<file path="config.mk">
export PLATFORM = sky130hd
export DESIGN_NAME = serial_dac_drv
export DESIGN_NICKNAME = d
export VERILOG_FILES = /design/src/rtl/serial_dac_drv.sv
export SDC_FILE = /design/constraint.sdc
export NUM_CORES = 1
export LEC_CHECK = 0
export ABC_AREA = 1
export CAP_MARGIN = 20
export CORE_ASPECT_RATIO = 1.1
export CORE_MARGIN = 2
export CORE_UTILIZATION = 47
export DETAILED_ROUTE_END_ITERATION = 16
export PLACE_DENSITY = 0.74
export SYNTH_ARGS = -nofsm -noshare
export SYNTH_HDL_FRONTEND = slang
export SYNTH_SLANG_ARGS = --single-unit
</file>
<file path="constraint.sdc">
create_clock -name clk -period 1.45 [get_ports clk]
set_input_delay 0.2175 -clock clk [delete_from_list [all_inputs] [get_ports clk]]
set_output_delay 0.2175 -clock clk [all_outputs]
set_load 0.02 [all_outputs]
</file>
<file path="src/rtl/serial_dac_drv.sv">
// Serial DAC write engine: accepts NUM_CH parallel words and shifts them MSB-first with shared SCLK/CS/LD.
// Optional clear command enabled by defining SERIAL_DAC_DRV_CLR_CMD_EN (adds clr_req and the CLR state).
module serial_dac_drv #(
  parameter int DATA_W  = 12,
  parameter int NUM_CH  = 1,
  parameter int CLK_DIV = 1,
  parameter int LD_W    = 2
) (
  input  logic                     clk,
  input  logic                     reset,
  input  logic                     in_valid,
  input  logic [NUM_CH*DATA_W-1:0] in_data,
`ifdef SERIAL_DAC_DRV_CLR_CMD_EN
  input  logic                     clr_req,
`endif
  output logic                     in_ready,
  output logic                     done,
  output logic                     dac_sclk,
  output logic [NUM_CH-1:0]        dac_sdi,
  output logic                     dac_cs_n,
  output logic                     dac_ld_n,
  output logic                     dac_clr_n
);

  localparam int BIT_W = $clog2(DATA_W + 1);
  localparam int DIV_W = $clog2(CLK_DIV + 1);
  localparam int LDC_W = $clog2(LD_W + 1);

  localparam logic [BIT_W-1:0] LAST_BIT = BIT_W'(DATA_W - 1);
  localparam logic [DIV_W-1:0] LAST_DIV = DIV_W'(CLK_DIV - 1);
  localparam logic [LDC_W-1:0] LAST_LD  = LDC_W'(LD_W - 1);

  typedef enum logic [2:0] {
    IDLE,
    CS_SETUP,
    SHIFT,
    CS_HOLD,
    LD,
    CLR
  } state_t;

  state_t                         r_state, w_stateNxt;
  logic [DIV_W-1:0]               r_div, w_divNxt;
  logic [BIT_W-1:0]               r_bit, w_bitNxt;
  logic [LDC_W-1:0]               r_ldCnt, w_ldCntNxt;
  logic [NUM_CH-1:0][DATA_W-1:0]  r_shift, w_shiftNxt;
  logic                           r_sclk, w_sclkNxt;
  logic [NUM_CH-1:0]              r_sdi, w_sdiNxt;
  logic                           r_csN, w_csNNxt;
  logic                           r_ldN, w_ldNNxt;
  logic                           r_clrN, w_clrNNxt;
  logic                           r_done, w_doneNxt;
  logic                           w_clrReq;
  logic                           w_clrGo;
  logic                           w_accept;

`ifdef SERIAL_DAC_DRV_CLR_CMD_EN
  // A clear requested while busy waits here until the engine is back in IDLE.
  logic r_clrPend, w_clrPendNxt;
  assign w_clrReq     = clr_req | r_clrPend;
  assign w_clrPendNxt = (r_clrPend | clr_req) & ~w_clrGo;
`else
  assign w_clrReq = 1'b0;
`endif

  assign w_clrGo  = (r_state == IDLE) & w_clrReq;
  assign in_ready = (r_state == IDLE) & ~reset & ~w_clrReq;
  assign w_accept = in_valid & in_ready;

  always_comb begin
    w_stateNxt = r_state;
    w_divNxt   = r_div;
    w_bitNxt   = r_bit;
    w_ldCntNxt = r_ldCnt;
    w_shiftNxt = r_shift;
    w_sclkNxt  = r_sclk;
    w_sdiNxt   = r_sdi;
    w_csNNxt   = r_csN;
    w_ldNNxt   = r_ldN;
    w_clrNNxt  = r_clrN;
    w_doneNxt  = 1'b0;
    case (r_state)
      IDLE: begin
        if (w_clrGo) begin
          w_stateNxt = CLR;
          w_clrNNxt  = 1'b0;
          w_ldCntNxt = '0;
        end else if (w_accept) begin
          w_stateNxt = CS_SETUP;
          w_csNNxt   = 1'b0;
          w_sclkNxt  = 1'b1;
          w_divNxt   = '0;
          w_bitNxt   = '0;
          for (int c = 0; c < NUM_CH; c++) begin
            w_shiftNxt[c] = in_data[c*DATA_W +: DATA_W];
            w_sdiNxt[c]   = in_data[c*DATA_W + DATA_W - 1];
          end
        end
      end
      CS_SETUP: begin
        if (r_div == LAST_DIV) begin
          w_stateNxt = SHIFT;
          w_divNxt   = '0;
          w_sclkNxt  = 1'b0;
        end else begin
          w_divNxt = r_div + DIV_W'(1);
        end
      end
      SHIFT: begin
        // The MSB is already on SDI from CS_SETUP; later bits advance only when a new low phase begins.
        if (r_div != LAST_DIV) begin
          w_divNxt = r_div + DIV_W'(1);
        end else begin
          w_divNxt = '0;
          if (!r_sclk) begin
            w_sclkNxt = 1'b1;
          end else if (r_bit == LAST_BIT) begin
            w_stateNxt = CS_HOLD;
          end else begin
            w_bitNxt  = r_bit + BIT_W'(1);
            w_sclkNxt = 1'b0;
            for (int c = 0; c < NUM_CH; c++) begin
              w_shiftNxt[c] = r_shift[c] << 1;
              w_sdiNxt[c]   = w_shiftNxt[c][DATA_W-1];
            end
          end
        end
      end
      CS_HOLD: begin
        if (r_div == LAST_DIV) begin
          w_stateNxt = LD;
          w_csNNxt   = 1'b1;
          w_ldNNxt   = 1'b0;
          w_sdiNxt   = '0;
          w_ldCntNxt = '0;
        end else begin
          w_divNxt = r_div + DIV_W'(1);
        end
      end
      LD: begin
        if (r_ldCnt == LAST_LD) begin
          w_stateNxt = IDLE;
          w_ldNNxt   = 1'b1;
          w_doneNxt  = 1'b1;
        end else begin
          w_ldCntNxt = r_ldCnt + LDC_W'(1);
        end
      end
      CLR: begin
        if (r_ldCnt == LAST_LD) begin
          w_stateNxt = IDLE;
          w_clrNNxt  = 1'b1;
          w_doneNxt  = 1'b1;
        end else begin
          w_ldCntNxt = r_ldCnt + LDC_W'(1);
        end
      end
      default: w_stateNxt = IDLE;
    endcase
  end

  always_ff @(posedge clk) begin
    if (reset) begin
      r_state <= IDLE;
      r_div   <= '0;
      r_bit   <= '0;
      r_ldCnt <= '0;
      r_shift <= '0;
      r_sclk  <= 1'b1;
      r_sdi   <= '0;
      r_csN   <= 1'b1;
      r_ldN   <= 1'b1;
      r_clrN  <= 1'b1;
      r_done  <= 1'b0;
    end else begin
      r_state <= w_stateNxt;
      r_div   <= w_divNxt;
      r_bit   <= w_bitNxt;
      r_ldCnt <= w_ldCntNxt;
      r_shift <= w_shiftNxt;
      r_sclk  <= w_sclkNxt;
      r_sdi   <= w_sdiNxt;
      r_csN   <= w_csNNxt;
      r_ldN   <= w_ldNNxt;
      r_clrN  <= w_clrNNxt;
      r_done  <= w_doneNxt;
    end
  end

`ifdef SERIAL_DAC_DRV_CLR_CMD_EN
  always_ff @(posedge clk) begin
    if (reset) r_clrPend <= 1'b0;
    else       r_clrPend <= w_clrPendNxt;
  end
`endif

  assign done      = r_done;
  assign dac_sclk  = r_sclk;
  assign dac_sdi   = r_sdi;
  assign dac_cs_n  = r_csN;
  assign dac_ld_n  = r_ldN;
  assign dac_clr_n = r_clrN;

endmodule

</file>
* After elaboration in Yosys (flattened, before gate mapping)
Index checks and enable logic that the tools add are counted.
Storage, ports and cells: register bits after elaboration 26, output and inout bits 7
Cells by class: $add $sub $neg 3, eq/ne operators 17, multiplexer cells 40, bitwise gates (word level) 4, reductions and logical operators 19
Operators with widths (count):
- two-way mux 11 bit | 4
- one-hot mux 11 bit (2 select lines) | 1
- two-way mux 3 bit | 7
- inequality test 2 bit, second input constant | 9
- two-way mux 4 bit | 4
- one-hot mux 3 bit (5 select lines) | 1
- two-way mux 1 bit | 14
- nonzero test 2 bit | 5
- AND reduction 3 bit | 3
- one-hot mux 4 bit (2 select lines) | 1
- AND reduction 7 bit | 1
- equality test 3 x 2 -> 1 bit, second input constant | 2
- equality test 3 bit, second input constant | 2
- one-hot mux 1 bit (2 select lines) | 3
- one-hot mux 1 bit (3 select lines) | 2
- AND reduction 6 bit | 1
- nonzero test 3 bit | 2
- AND reduction 5 bit | 1
- adder 4 x 1 -> 4 bit, second input constant | 1
- equality test 4 bit, second input constant | 1
- two-way mux 2 bit | 2
- one-hot mux 2 bit (2 select lines) | 1
- AND reduction 4 bit | 1
- OR reduction 2 bit | 2
- other kinds (10) | 12

* Logic depth before layout (Yosys ltp)
depth in word-level cells 5, mapped depth 10, mapped depth without buffers 8

* Least setup slack after synthesis
OpenSTA, ideal clock, no wires.
path type register -> register, from register r_state[0], to register r_csN (netlist: dac_cs_n), arrival 1.444 ns, required time 1.329 ns, path slack -0.115 ns, stages on the path, launching flop included 6, buffers on the path 1, clock period less this slack 1.565 ns, path through dfxtp_1 buf_6 nor4_1 nand2_1 nand2_1 nand3_1
On the way: cells in the longest elaborated chain, start to end 5, elaborated cells between the ends (all ways) 9, those cells by class eq/ne: 3; mux: 1; bitwise: 2; reduce/logical: 3
RTL lines:
- from (decl) | RTL line 42 | state_t r_state, w_stateNxt;
- from (signal assigned) | RTL line 176 | r_state <= w_stateNxt;
- logical NOT 3 bit | RTL line 67 | assign in_ready = (r_state == IDLE) & ~reset & ~w_clrReq;
- bitwise AND 1 bit | RTL line 67
- net in_ready | RTL line 16 | output logic in_ready,
- bitwise AND 1 bit | RTL line 68 | assign w_accept = in_valid & in_ready;
- inequality test 2 bit (no line)
- AND reduction 3 bit (no line)
- to (signal assigned) | RTL line 183 | r_csN <= w_csNNxt;
- to (decl) | RTL line 49 | logic r_csN, w_csNNxt;
The timed path passes the listed nets, and every way through them passes these cells. A chain may end at the register's enable or synchronous reset.

* Final worst setup path
from register r_state[0], to output port in_ready
On the way: cells in the longest elaborated chain, start to end 2
RTL lines (RTL line):
- logical NOT 3 bit | 67
- bitwise AND 1 bit | 67
- to (decl) | 16
No other way between the ends.

==> results by group <==
Outcome
  – Status: finished, final reports clean

Setup path
  – CP startpoint kind: flop
  – CP Max Fanout: 2
  – Critical path data arrival time: 1.16 ns
  – Worst R2R Start: r_state[2]
  – Worst setup EP type: primary output
  – Reg2reg setup slack: 0.08 ns
  – Critical R2R Capture: r_bit[1]
  – WS Path Type: reg2out
  – R2R depth: 9
  – Req. time, crit path: 1.23 ns

Placed design
  – Placed cell areas: 1610 um2
  – IO Port Bufs: 20
  – Detail Placement HPWL: 1.99 mm
  – Routability cong.: 0.825

Routing
  – WL per Instance: 10.7 um
  – Routed Antenna Nets: 0
  – Via count: 1245
  – Vias per inst: 4.88
  – Drt first pass iters: 3
  – Residual DRC: 0
  – Initial DRC Count: 19
  – Final WL: 2.72 mm

Min path
  – Hold path depth: 2
  – Worst hold path class: reg2reg
  – HP Start: dac_cs_n
  – Worst hold path endpoint: dac_cs_n

GRT
  – Vias in the first global route: 1039
  – All-Layer GR Usage: 0.170
  – Largest net degree at the start of global routing: 29
  – Initial antenna violation count: 0
  – Remaining global-route overflow: 0
  – Global-route wire length before repair: 4.16 mm

Synthesis
  – Yosys Warn Count: 0
  – Gate Count Post-Synth: 193
  – Synthesized Nets: 210
  – Part of the Yosys area used for sequential elements: 0.372
  – Post-synth EDFFs: 0
  – Mapped cell area: 1340 um2
  – Post-synth ARST share: 0
  – Syn_area_per_cell: 6.96 um2
  – Seq cells post-synth: 25
  – Primary FF master, synth: dfxtp_1
  – Netlist cell types: 30

Pwr
  – Total power: 0.00342 W
  – Leak Pwr: 0.810 nW
  – Worst vdd ir: 1160 uV
  – Pwr dens: 2020 nW/um2

Floorplanning
  – Core area: 2750 um2
  – Floorplan row count: 20
  – Die ar.: 3300 um2
  – Die width: 55.0 um
  – Io pins: 22
  – Die height: 60.1 um
  – Starting Density: 0.488

Layout
  – ANT cells: 0
  – Area delta synth->final: 26.0%
  – Nets: 240
  – Fin area: 1690 um2
  – Share of layout cells above drive strength 1: 0.171
  – Commonest non-fill, non-tap cell in the layout: nand2_1
  – Commonest non-fill, non-tap cells in the layout: 49 x nand2_1, 32 x nor2_1, 23 x dfxtp_1

Timing
  – Worst Hold Margin: 0.481 ns
  – Max frequency: 727 MHz
  – Pins Over Slew Limit: 0
  – Clock skew: 0.00143 ns
  – Setup violations, final: 0
  – Final Critical Period: 1.38 ns
  – Period utilization: 0.949
  – Setup TNS: 0 ns
  – RSZ-0062 raised after global routing: false
  – Hold Violations, Final: 0

CTS
  – CTS Root Cell: clkbuf_4
  – CTS tree: done
  – Num CTS Buffers: 3
  – Worst skew pair latency: 0.31 ns
  – Clock buffer depth: 2
  – H-tree Lvls: 1
  – Worst-path clk slew: 0.14 ns
  – Clk sink count: 25

Run
  – Max-cap violation count: 0
==> worst max-delay path by stage <==
stage	end	from	depth (start not counted)	slack [ns]
global placement	in_ready	reset	3	-0.24
global route	r_shift[8]	r_state[2]	9	0.009
detailed placement	in_ready	reset	3	-0.26
floorplan	r_shift[8]	r_bit[0]	8	0.08
CTS	r_shift[0]	r_bit[1]	8	0.01
finish	in_ready	r_state[0]	2	0.07
==> sequential cells by signal, summed over array words and instances, names as in the netlist <==
register and flops:
r_ldCnt 2, r_state 3, r_shift 11, dac_sdi 1, r_bit 4, done 1
dac_ld_n 1, dac_sclk 1, dac_cs_n 1
==> layer usage <==
layer,wire length (um),global-route usage,share of wire,vias up
li1,-,-,-,663
met1,1210,0.213,0.44,570
met2,1430,0.296,0.53,10
met3,49,0.0225,0.018,2
met4,27,0.0523,0.0099,0
met5,0,0,0,-
==> Yosys cell counts, drive strengths merged (2+ instances only) <==
cell    instances  area (um2)
nand2          54         223
nor2           35         150
dfxtp          25         500
inv            22        82.6
o21ai          18        90.1
a21oi          10        57.6
buf             7        62.6
nand3           7        47.6
clkbuf          2        17.5
clkinv          2        12.5
ha              2        25.0
nand4           2        12.5
==> cell type report <==
| class | instances | area [um2] |
|---|---|---|
| well taps | 33 | 41.3 |
| flip-flops and latches | 25 | 503 |
| multi-input cells | 135 | 691 |
| repair buffers | 34 | 335 |
| clock inverters | 1 | 5.00 |
| clock buffers | 3 | 22.5 |
| fillers | 268 | 1060 |
| inverters | 24 | 95.1 |
==> timing repair <==
item / in CTS / in global routing
pin swaps: 0 / 1
buffers inserted: 0 / 1
cloned: 0 / 1
setup endpoints to repair: 6 / 15
gates resized for setup: 10 / 10
hold buffers: 0 / 0
==> worst max-delay path, stage by stage, from the launching register on <==
cell and delay [ns]:
dfxtp_2 0.35, nor4_2 0.28, buf_2 0.21
==> cells by family after synthesis <==
logic type,after synthesis,share of synthesized area
XOR/XNOR,1,0.00652
AO/OA/AOI/OAI,31,0.139
AND/OR/NAND/NOR,100,0.331
buffers and inverters,33,0.130
other,1,0.00279
flip-flops,25,0.372
adder cells (fa/ha/maj),2,0.0186
==> stage by stage <==
step / utilization / cells / setup WS, ns
after floorplan: - / 193 / 0.0847
after global placement: 0.586 / 249 / -0.239
after detailed placement: 0.586 / 249 / -0.261
after CTS: 0.592 / 253 / 0.0112
after global routing: 0.615 / 255 / 0.00853
final: 0.615 / 255 / 0.0741
==> where the power goes <==
part	switching, W	internal (W)
registers	0.000128	0.000960
logic	0.00115	0.000875
clock network	0.000208	0.000103
total	0.00148	0.00194
No activity file was read; power rests on OpenSTA's default activity.
